## config.mk

```make
export PLATFORM = sky130hd
export DESIGN_NAME = alu_result_stage
export DESIGN_NICKNAME = d
export VERILOG_FILES = /design/src/rtl/alu_result_stage.sv
export SDC_FILE = /design/constraint.sdc
export NUM_CORES = 1
export LEC_CHECK = 0
export CORE_UTILIZATION = 44
export CTS_CLUSTER_DIAMETER = 40
export DETAILED_ROUTE_END_ITERATION = 8
export PLACE_DENSITY_LB_ADDON = 0.05
export SYNTH_ARGS = -nofsm -noshare
export SYNTH_HDL_FRONTEND = slang
export SYNTH_SLANG_ARGS = --single-unit
```

## constraint.sdc

```tcl
create_clock -name clk -period 1.6 [get_ports clk]
set_input_delay 0.24 -clock clk [delete_from_list [all_inputs] [get_ports clk]]
set_output_delay 0.24 -clock clk [all_outputs]
set_load 0.01 [all_outputs]
```

## src/rtl/alu_result_stage.sv

```systemverilog
// alu_result_stage: registered output stage behind the ALU add/subtract unit.
// Captures each result with its carry/overflow, derives N and Z, and buffers
// up to two entries in a FIFO toward writeback behind a valid/ready handshake.
// Also counts accepted results (op_cnt, wraps).
// Optional feature macro: ALU_RES_STICKY_OVF_EN adds a sticky overflow flag
// (sticky_ovf) with its clear input (clr_sticky).

`ifndef REG_WIDTH
`define REG_WIDTH 8
`endif

module alu_result_stage #(
    parameter int DATA_W = `REG_WIDTH,
    parameter int CNT_W  = 16
) (
    input  logic              clk,
    input  logic              rst,
    input  logic              in_valid,
    output logic              in_ready,
    input  logic [DATA_W-1:0] in_data,
    input  logic              in_cf,
    input  logic              in_ovf,
    output logic              out_valid,
    input  logic              out_ready,
    output logic [DATA_W-1:0] out_data,
    output logic [3:0]        out_flags,
    output logic [CNT_W-1:0]  op_cnt
`ifdef ALU_RES_STICKY_OVF_EN
    ,
    output logic              sticky_ovf,
    input  logic              clr_sticky
`endif
);

    // Occupancy doubles as the state: EMPTY, ONE or FULL.
    localparam logic [1:0] EMPTY = 2'd0;
    localparam logic [1:0] ONE   = 2'd1;
    localparam logic [1:0] FULL  = 2'd2;

    logic [1:0]        count;
    logic [1:0]        count_next;
    logic              wr_ptr;
    logic              rd_ptr;
    logic [DATA_W-1:0] data_mem [2];
    logic [3:0]        flag_mem [2];
    logic [3:0]        in_flags;
    logic              push;
    logic              pop;

    // Handshake depends on registered occupancy only, so out_ready never
    // reaches in_ready combinationally.
    assign in_ready  = (count != FULL);
    assign out_valid = (count != EMPTY);
    assign push      = in_valid && in_ready;
    assign pop       = out_valid && out_ready;

    // Flags captured at push time, packed {N, Z, C, V}.
    assign in_flags = {in_data[DATA_W-1], (in_data == '0), in_cf, in_ovf};

    assign out_data  = data_mem[rd_ptr];
    assign out_flags = flag_mem[rd_ptr];

    // Next occupancy from the push/pop pair; simultaneous push and pop holds.
    always_comb begin
        // NOTE: default assignment first so no path leaves count_next unassigned (no latch).
        count_next = count;
        case ({push, pop})
            2'b10:   count_next = count + 2'd1;
            2'b01:   count_next = count - 2'd1;
            default: count_next = count;
        endcase
    end

    // Occupancy and the two 1-bit pointers.
    always_ff @(posedge clk or posedge rst) begin
        if (rst) begin
            count  <= EMPTY;
            wr_ptr <= 1'b0;
            rd_ptr <= 1'b0;
        end else begin
            // NOTE: non-blocking assignments so every register samples pre-edge values.
            count <= count_next;
            if (push) wr_ptr <= ~wr_ptr;
            if (pop)  rd_ptr <= ~rd_ptr;
        end
    end

    // Entry storage, written at the write pointer on every accepted push.
    always_ff @(posedge clk or posedge rst) begin
        if (rst) begin
            // NOTE: the two entries are reset so the payload reads 0 straight after reset.
            for (int i = 0; i < 2; i++) begin
                data_mem[i] <= '0;
                flag_mem[i] <= '0;
            end
        end else if (push) begin
            data_mem[wr_ptr] <= in_data;
            flag_mem[wr_ptr] <= in_flags;
        end
    end

    // Count of accepted results; wraps naturally at 2^CNT_W.
    always_ff @(posedge clk or posedge rst) begin
        if (rst) begin
            op_cnt <= '0;
        end else if (push) begin
            op_cnt <= op_cnt + 1'b1;
        end
    end

`ifdef ALU_RES_STICKY_OVF_EN
    // Sticky overflow: an overflowing push wins over a same-cycle clear.
    always_ff @(posedge clk or posedge rst) begin
        if (rst) begin
            sticky_ovf <= 1'b0;
        end else if (push && in_ovf) begin
            sticky_ovf <= 1'b1;
        end else if (clr_sticky) begin
            sticky_ovf <= 1'b0;
        end
    end
`endif

endmodule

```

==> results of run 1 <==
-- cell families after synthesis --
group,after synthesis
DFF,42
and+or+nand+nor,37
muxes,32
xor gates and xnor gates,20
buffers and inverters,7
AOI/OAI and AO/OA,2
adders and majority gates,2
-- cell usage in the layout, fill, tap and decap left out, types with 3 or more instances in the layout --
| cell type | netlist | routed |
|---|---|---|
| clkbuf_8 | 0 | 5 |
| mux2_2 | 31 | 28 |
| mux2_4 | 0 | 3 |
| clkdlybuf4s50_1 | 0 | 29 |
| xor2_1 | 5 | 5 |
| dfrtp_1 | 42 | 40 |
| nand3_1 | 7 | 7 |
| buf_12 | 0 | 3 |
| nand2_1 | 12 | 12 |
| buf_6 | 1 | 9 |
| buf_4 | 1 | 12 |
| xnor2_1 | 15 | 15 |
| buf_2 | 1 | 9 |
-- synth_stat cells (2+ instances only) --
master | number | area [um2]
nor4_1 | 2 | 12.51
xnor2_1 | 15 | 131.4
nand4_1 | 2 | 12.51
xor2_1 | 5 | 43.79
nor2_1 | 2 | 7.510
nand2_1 | 12 | 45.04
ha_1 | 2 | 25.02
nand3_1 | 7 | 35.03
and4_1 | 2 | 17.52
and2_1 | 2 | 12.51
dfrtp_1 | 42 | 1051
nor3_1 | 2 | 10.01
inv_1 | 2 | 7.510
mux2_2 | 31 | 349.1
o21ai_0 | 2 | 10.01
-- through the flow --
| step | hold slack, ps | worst slack, ps |
|---|---|---|
| after CTS | 323.0 | -37.64 |
| after global routing | 367.8 | -61.94 |
| final | 310.4 | -18.26 |
| after floorplan | 390.4 | 67.66 |
| after global placement | 463.6 | -78.18 |
| after detailed placement | 469.2 | -120.7 |
-- power groups by stage --
stage / sequential (mW) / combinational [mW] / clock, mW
3_3_place_gp: 1.72 / 2.14 / 0
5_1_grt: 1.79 / 2.54 / 0.865
2_1_floorplan: 1.73 / 1.21 / 0
6_report: 1.74 / 2.33 / 0.802
4_1_cts: 1.73 / 2.21 / 0.819
3_5_place_dp: 1.76 / 2.19 / 0
-- per-layer routing --
layer  up-vias  track usage [%]  share of wire, %
met5         -                0                 0
met3         4            4.730               4.2
met2        27            31.13                52
met4         0            6.649              0.99
li1        617                -                 -
met1       637            20.81                42
-- layout make-up --
type / instances / area share, %
timing repair buffer: 64 / 22.76
multi-input combinational: 93 / 30.77
tap: 50 / 2.356
clock inverter: 1 / 1.131
clock buffer: 7 / 2.875
inverter: 3 / 0.4241
sequential: 42 / 39.68
-- state kept, by name, indices dropped and copies added, names as in the netlist --
name      cells
data_mem     16
op_cnt       16
flag_mem      6
count         2
rd_ptr        1
wr_ptr        1
-- worst min path at each step --
stage / from / to / slack, ps
2_1_floorplan: in_data[5] / data_mem[5] / 390
3_3_place_gp: flag_mem[2] / flag_mem[2] / 460
3_5_place_dp: op_cnt[15] / op_cnt[15] / 470
4_1_cts: rst / flag_mem[1] / 320
5_1_grt: rst / data_mem[6] / 370
6_report: rst / flag_mem[1] / 310
-- timing repair --
| item | CTS | global route |
|---|---|---|
| setup endpoints to repair | 15 | 11 |
| gates resized for setup | 55 | 11 |
| endpoints found under the hold margin | 0 | 0 |
| pin swaps | 0 | 2 |
| buffers inserted | 7 | 2 |
-- worst max-delay path: cells and delay by family (launching register included) --
family / cells / cell delay, ps
flip-flops: 1 / 410
buffers and inverters: 3 / 370
multiplexers: 1 / 320
==> summary.txt, run 1 <==
Yosys
  • Post-Syn Instances: 142
  • Dominant synthesized flop cell: dfrtp_1
  • Post-Synth Simple-Gate Area: 11.66%
  • Count of different cell masters after synthesis: 27
  • Seq/Total Area, Yosys: 55.96%
  • Mux share of post-synthesis cell area: 19.12%
  • Adder-Cell Fraction of Synth Area: 1.332%
  • Synth async-reset ratio: 100.0%
  • Synth Area in XOR/XNOR: 9.327%
  • Register bit total from synthesis: 42
  • Largest family of logic cells by synthesized area: multiplexers
  • Mapped Avg Cell Area: 13.23 um2
  • Post-synth EDFFs: 0
  • Mapped Area: 1878 um2
  • Yosys warnings: 0
  • Syn nets: 158
  • Synth Area in Compound Gates: 0.5330%

CTS
  • Reg clk slew, reported paths: 80 ps
  • Hold buffer count at cts: 0
  • Clk buf depth: 2
  • Clock Sinks: 42
  • Num CTS Buffers: 5
  • Number of H-tree levels: 2
  • Root buffer cell: clkbuf_8
  • Clk Latency, worst-skew pair: 280 ps
  • Clock tree from TritonCTS: built

Global route
  • GRT overflow: 0
  • Initial antenna violation count: 0
  • Vias in the first global route: 1354
  • Total GRT Usage: 17.82%
  • First-pass GRT wire length: 5961 um
  • Largest net degree at the start of global routing: 43

Floorplanning
  • Rows: 23
  • Die width: 67.33 um
  • Top-Level Pins: 44
  • Die Ht: 67.33 um
  • Core box area: 4058 um2
  • Die ar.: 4533 um2
  • Initial core utilization: 46.28%

Setup path
  • Max stage delay on crit path: 410 ps
  • Critical path cell sequence: buf_4 > buf_6 > mux2_2 > buf_2
  • CP Launch Point: rd_ptr
  • Worst-path maximum fanout: 3
  • Reg-to-Reg End: count[1]
  • Arrival time worst endpoint: 1380 ps
  • RR Startpoint: count[0]
  • Worst reg-to-reg setup slack: 70 ps
  • CP max stage cell: dfrtp_1
  • Crit path to: out_data[5]
  • Startpoint Class: register
  • CP Class: register to output pin
  • Reg2Reg Depth: 6
  • Crit. End Element: output pin
  • Worst Path Required: 1360 ps

Pwr
  • Part of the power in the clock network: 16.5%
  • PwrDens: 1835 nW/um2
  • P_sw: 1.506 mW
  • Max VDD drop: 0.001102 V
  • Overall power: 4.872 mW
  • Combinational Power Share: 47.9%
  • Internal Pwr Total: 3.366 mW
  • Seq pwr share: 35.7%
  • Sw Share: 30.91%
  • Leak pwr: 1.153 nW

Status
  • Status: complete, but fails checks
  • Failing checks: negative setup slack

Placed design
  • Placed Area: 2481 um2
  • GPL Wtd Cong: 0.7510
  • Post-DP HPWL: 2480 um
  • Cell count after placement: 244
  • # port buffers: 43

STA
  • Clock skew: 3.753 ps
  • Setup ws final: -18.26 ps
  • RSZ-0062 raised after global routing: yes
  • Min Clock Period, post-route: 1618 ps
  • Final setup vio count: 4
  • Worst slew margin: 71.30%
  • Worst Max-Slew Pin Slew: 427.2 ps
  • Pins Over Slew Limit: 0
  • Tcrit/Tclk final: 101.1%
  • Sum Neg Setup Slack: -49.60 ps
  • Achievable Freq: 617.9 MHz
  • Final hold vios: 0

Drt
  • Starting DRC count in detailed routing: 38
  • DRT Pass-1 Iters: 3
  • Via count: 1285
  • Routed WL per cell: 14.03 um
  • Vias per cell: 4.942
  • Drc violations: 0
  • Antenna viol nets, final: 0
  • Final WL: 3649 um

Layout
  • Register Area: 1054 um2
  • Final nets: 225
  • Post-layout util: 65.43%
  • Antenna cells: 0
  • Area Growth Syn to Fin: 41.37%
  • Layout cells sized above 1: 38.57%
  • Area occupied by multi-input gates: 817.0 um2
  • Finished Cell Area: 2655 um2
  • FILL cells: 306
  • Fin cells: 260

Hold path
  • Hold WC Path Type: primary input to async pin

Flow run
  • Max Cap Viol: 0
Note: power is estimated with default switching activity, not from simulation.
==> run 2, diff against run 1 <==
Settings changed: CORE_UTILIZATION 44 to 45, CTS_BUF_LIST set to sky130_fd_sc_hd__clkbuf_4.
==> summary.txt, run 2 (synthesis gave the netlist of run 1 again) <==
Layout
  • Commonest non-fill, non-tap cell in the layout: dfrtp_1
  • Largest regs: data_mem x16, op_cnt x16, flag_mem x6
  • Area Growth Syn to Fin: 45.90%
  • Layout cells sized above 1: 42.73%
  • Area occupied by multi-input gates: 818.3 um2
  • Most frequent cells in the layout: dfrtp_1 (39), mux2_2 (26), buf_4 (24), clkdlybuf4s50_1 (22), xnor2_1 (15)
  • Final nets: 235
  • Register Area: 1055 um2
  • Finished Cell Area: 2740 um2
  • FILL cells: 301
  • Antenna cells: 0

CTS
  • Clk buf depth: 2
  • Clock Sinks: 42
  • Num CTS Buffers: 5
  • Reg clk slew, reported paths: 120 ps
  • Clock tree from TritonCTS: built
  • Root buffer cell: clkbuf_4
  • Number of H-tree levels: 2
  • Clk Latency, worst-skew pair: 350 ps

Setup path
  • Worst reg-to-reg setup slack: 80 ps
  • Crit. End Element: output pin
  • CP Class: register to output pin
  • Worst Path Required: 1360 ps
  • Reg2Reg Depth: 6
  • Arrival time worst endpoint: 1440 ps
  • Worst-path maximum fanout: 5
  • Startpoint Class: register

Global route
  • Total GRT Usage: 19.29%
  • Vias in the first global route: 1404
  • Largest net degree at the start of global routing: 43
  • First-pass GRT wire length: 6265 um
  • GRT overflow: 0
  • Initial antenna violation count: 0

Status
  • Status: complete, but fails checks
  • Failing checks: negative setup slack

Placed design
  • # port buffers: 43
  • GPL Wtd Cong: 0.7501
  • Post-DP HPWL: 2579 um
  • Placed Area: 2494 um2

Drt
  • DRT Pass-1 Iters: 4
  • Vias per cell: 5.096
  • Via count: 1376
  • Routed WL per cell: 14.43 um
  • Antenna viol nets, final: 0
  • Final WL: 3896 um
  • Starting DRC count in detailed routing: 56
  • Drc violations: 0

STA
  • RSZ-0062 raised after global routing: yes
  • Tcrit/Tclk final: 105.3%
  • Final setup vio count: 9
  • Worst hold margin: 230.5 ps
  • Clock skew: 7.205 ps
  • Worst slew margin: 81.21%
  • Pins Over Slew Limit: 0
  • Final hold vios: 0
  • Worst Max-Slew Pin Slew: 280.3 ps
  • Achievable Freq: 593.6 MHz
  • Setup ws final: -84.53 ps
  • Min Clock Period, post-route: 1685 ps

Pwr
  • Max VDD drop: 0.001217 V
  • PwrDens: 1750 nW/um2
  • Leak pwr: 1.325 nW

Floorplanning
  • Die width: 66.60 um
  • Initial core utilization: 46.95%
  • Rows: 23
  • Top-Level Pins: 44
  • Die ar.: 4436 um2
  • Die Ht: 66.60 um
  • Core box area: 4000 um2

Flow run
  • Max Cap Viol: 0

Hold path
  • Hold WC Path Type: primary input to async pin
## run 2: changes by cell type in the layout (fill, tap and decap cells not counted), moves of 2 or more
| cell | delta |
|---|---|
| clkbuf_4 | +6 |
| clkbuf_2 | +3 |
| clkbuf_1 | -2 |
| mux2_4 | +2 |
| buf_2 | -8 |
| buf_6 | +3 |
| clkdlybuf4s50_1 | -7 |
| mux2_2 | -2 |
| buf_4 | +12 |
| dlymetal6s2s_1 | +7 |
| clkbuf_8 | -5 |
## run 2: worst paths after layout
kind / endpoint / start
worst max-delay path: out_data[3] / rd_ptr
worst min-delay path: flag_mem[5] / rst
worst max register to register: op_cnt[7] / count[1]
worst min register to register: op_cnt[15] / op_cnt[15]
max in group asynchronous: op_cnt[4] / rst
min in group clk: op_cnt[15] / op_cnt[15]
## run 2: timing repair
item | in CTS | in global routing
setup endpoints to repair | 17 | 29
hold buffers | 0 | 0
pin swaps | 0 | 2
buffers inserted | 4 | 14
gates cloned | 1 | 0
gates resized for setup | 54 | 27
## run 2: metal layers
layer | wire length (um) | vias up | global-route usage [%] | part of all wire (%)
li1 | - | 644 | - | -
met1 | 1613 | 690 | 22.04 | 41
met2 | 2062 | 38 | 33.96 | 53
met3 | 192 | 4 | 5.822 | 4.9
met4 | 27 | 0 | 6.383 | 0.69
met5 | 0 | - | 0 | 0
## run 2: final cells by class
| type | count | area share [%] |
|---|---|---|
| clock buffer | 6 | 1.644 |
| clock inverter | 2 | 0.3196 |
| multi-input combinational | 93 | 29.86 |
| inverter | 3 | 0.4110 |
| timing repair buffer | 74 | 26.99 |
| tap | 50 | 2.283 |
| sequential | 42 | 38.49 |
## run 2: critical path, stage by stage (launching register included)
cell,delay [ps]
dfrtp_2,450
buf_6,130
buf_16,120
mux2_2,270
buf_6,120
## run 2: metrics by stage
| step | total power [mW] | setup WS (ps) | setup TNS, ps | std cells | util [%] |
|---|---|---|---|---|---|
| after CTS | 4.603 | -178.4 | -1381 | 257 | 64.90 |
| after global placement | 3.905 | -53.31 | -450.9 | 244 | 62.34 |
| after global routing | 5.125 | -145.2 | -905.3 | 270 | 68.50 |
| final | 4.795 | -84.53 | -330.1 | 270 | 68.50 |
| after floorplan | 2.937 | 67.66 | 0 | 142 | - |
| after detailed placement | 3.993 | -140.7 | -979.8 | 244 | 62.34 |
## run 2: where the power goes
part	leakage, nW	switching (mW)	internal, mW
Clock	0.0331	0.325	0.182
Sequential	0.519	0.261	1.46
Combinational	0.773	0.934	1.63
Total	1.33	1.52	3.27
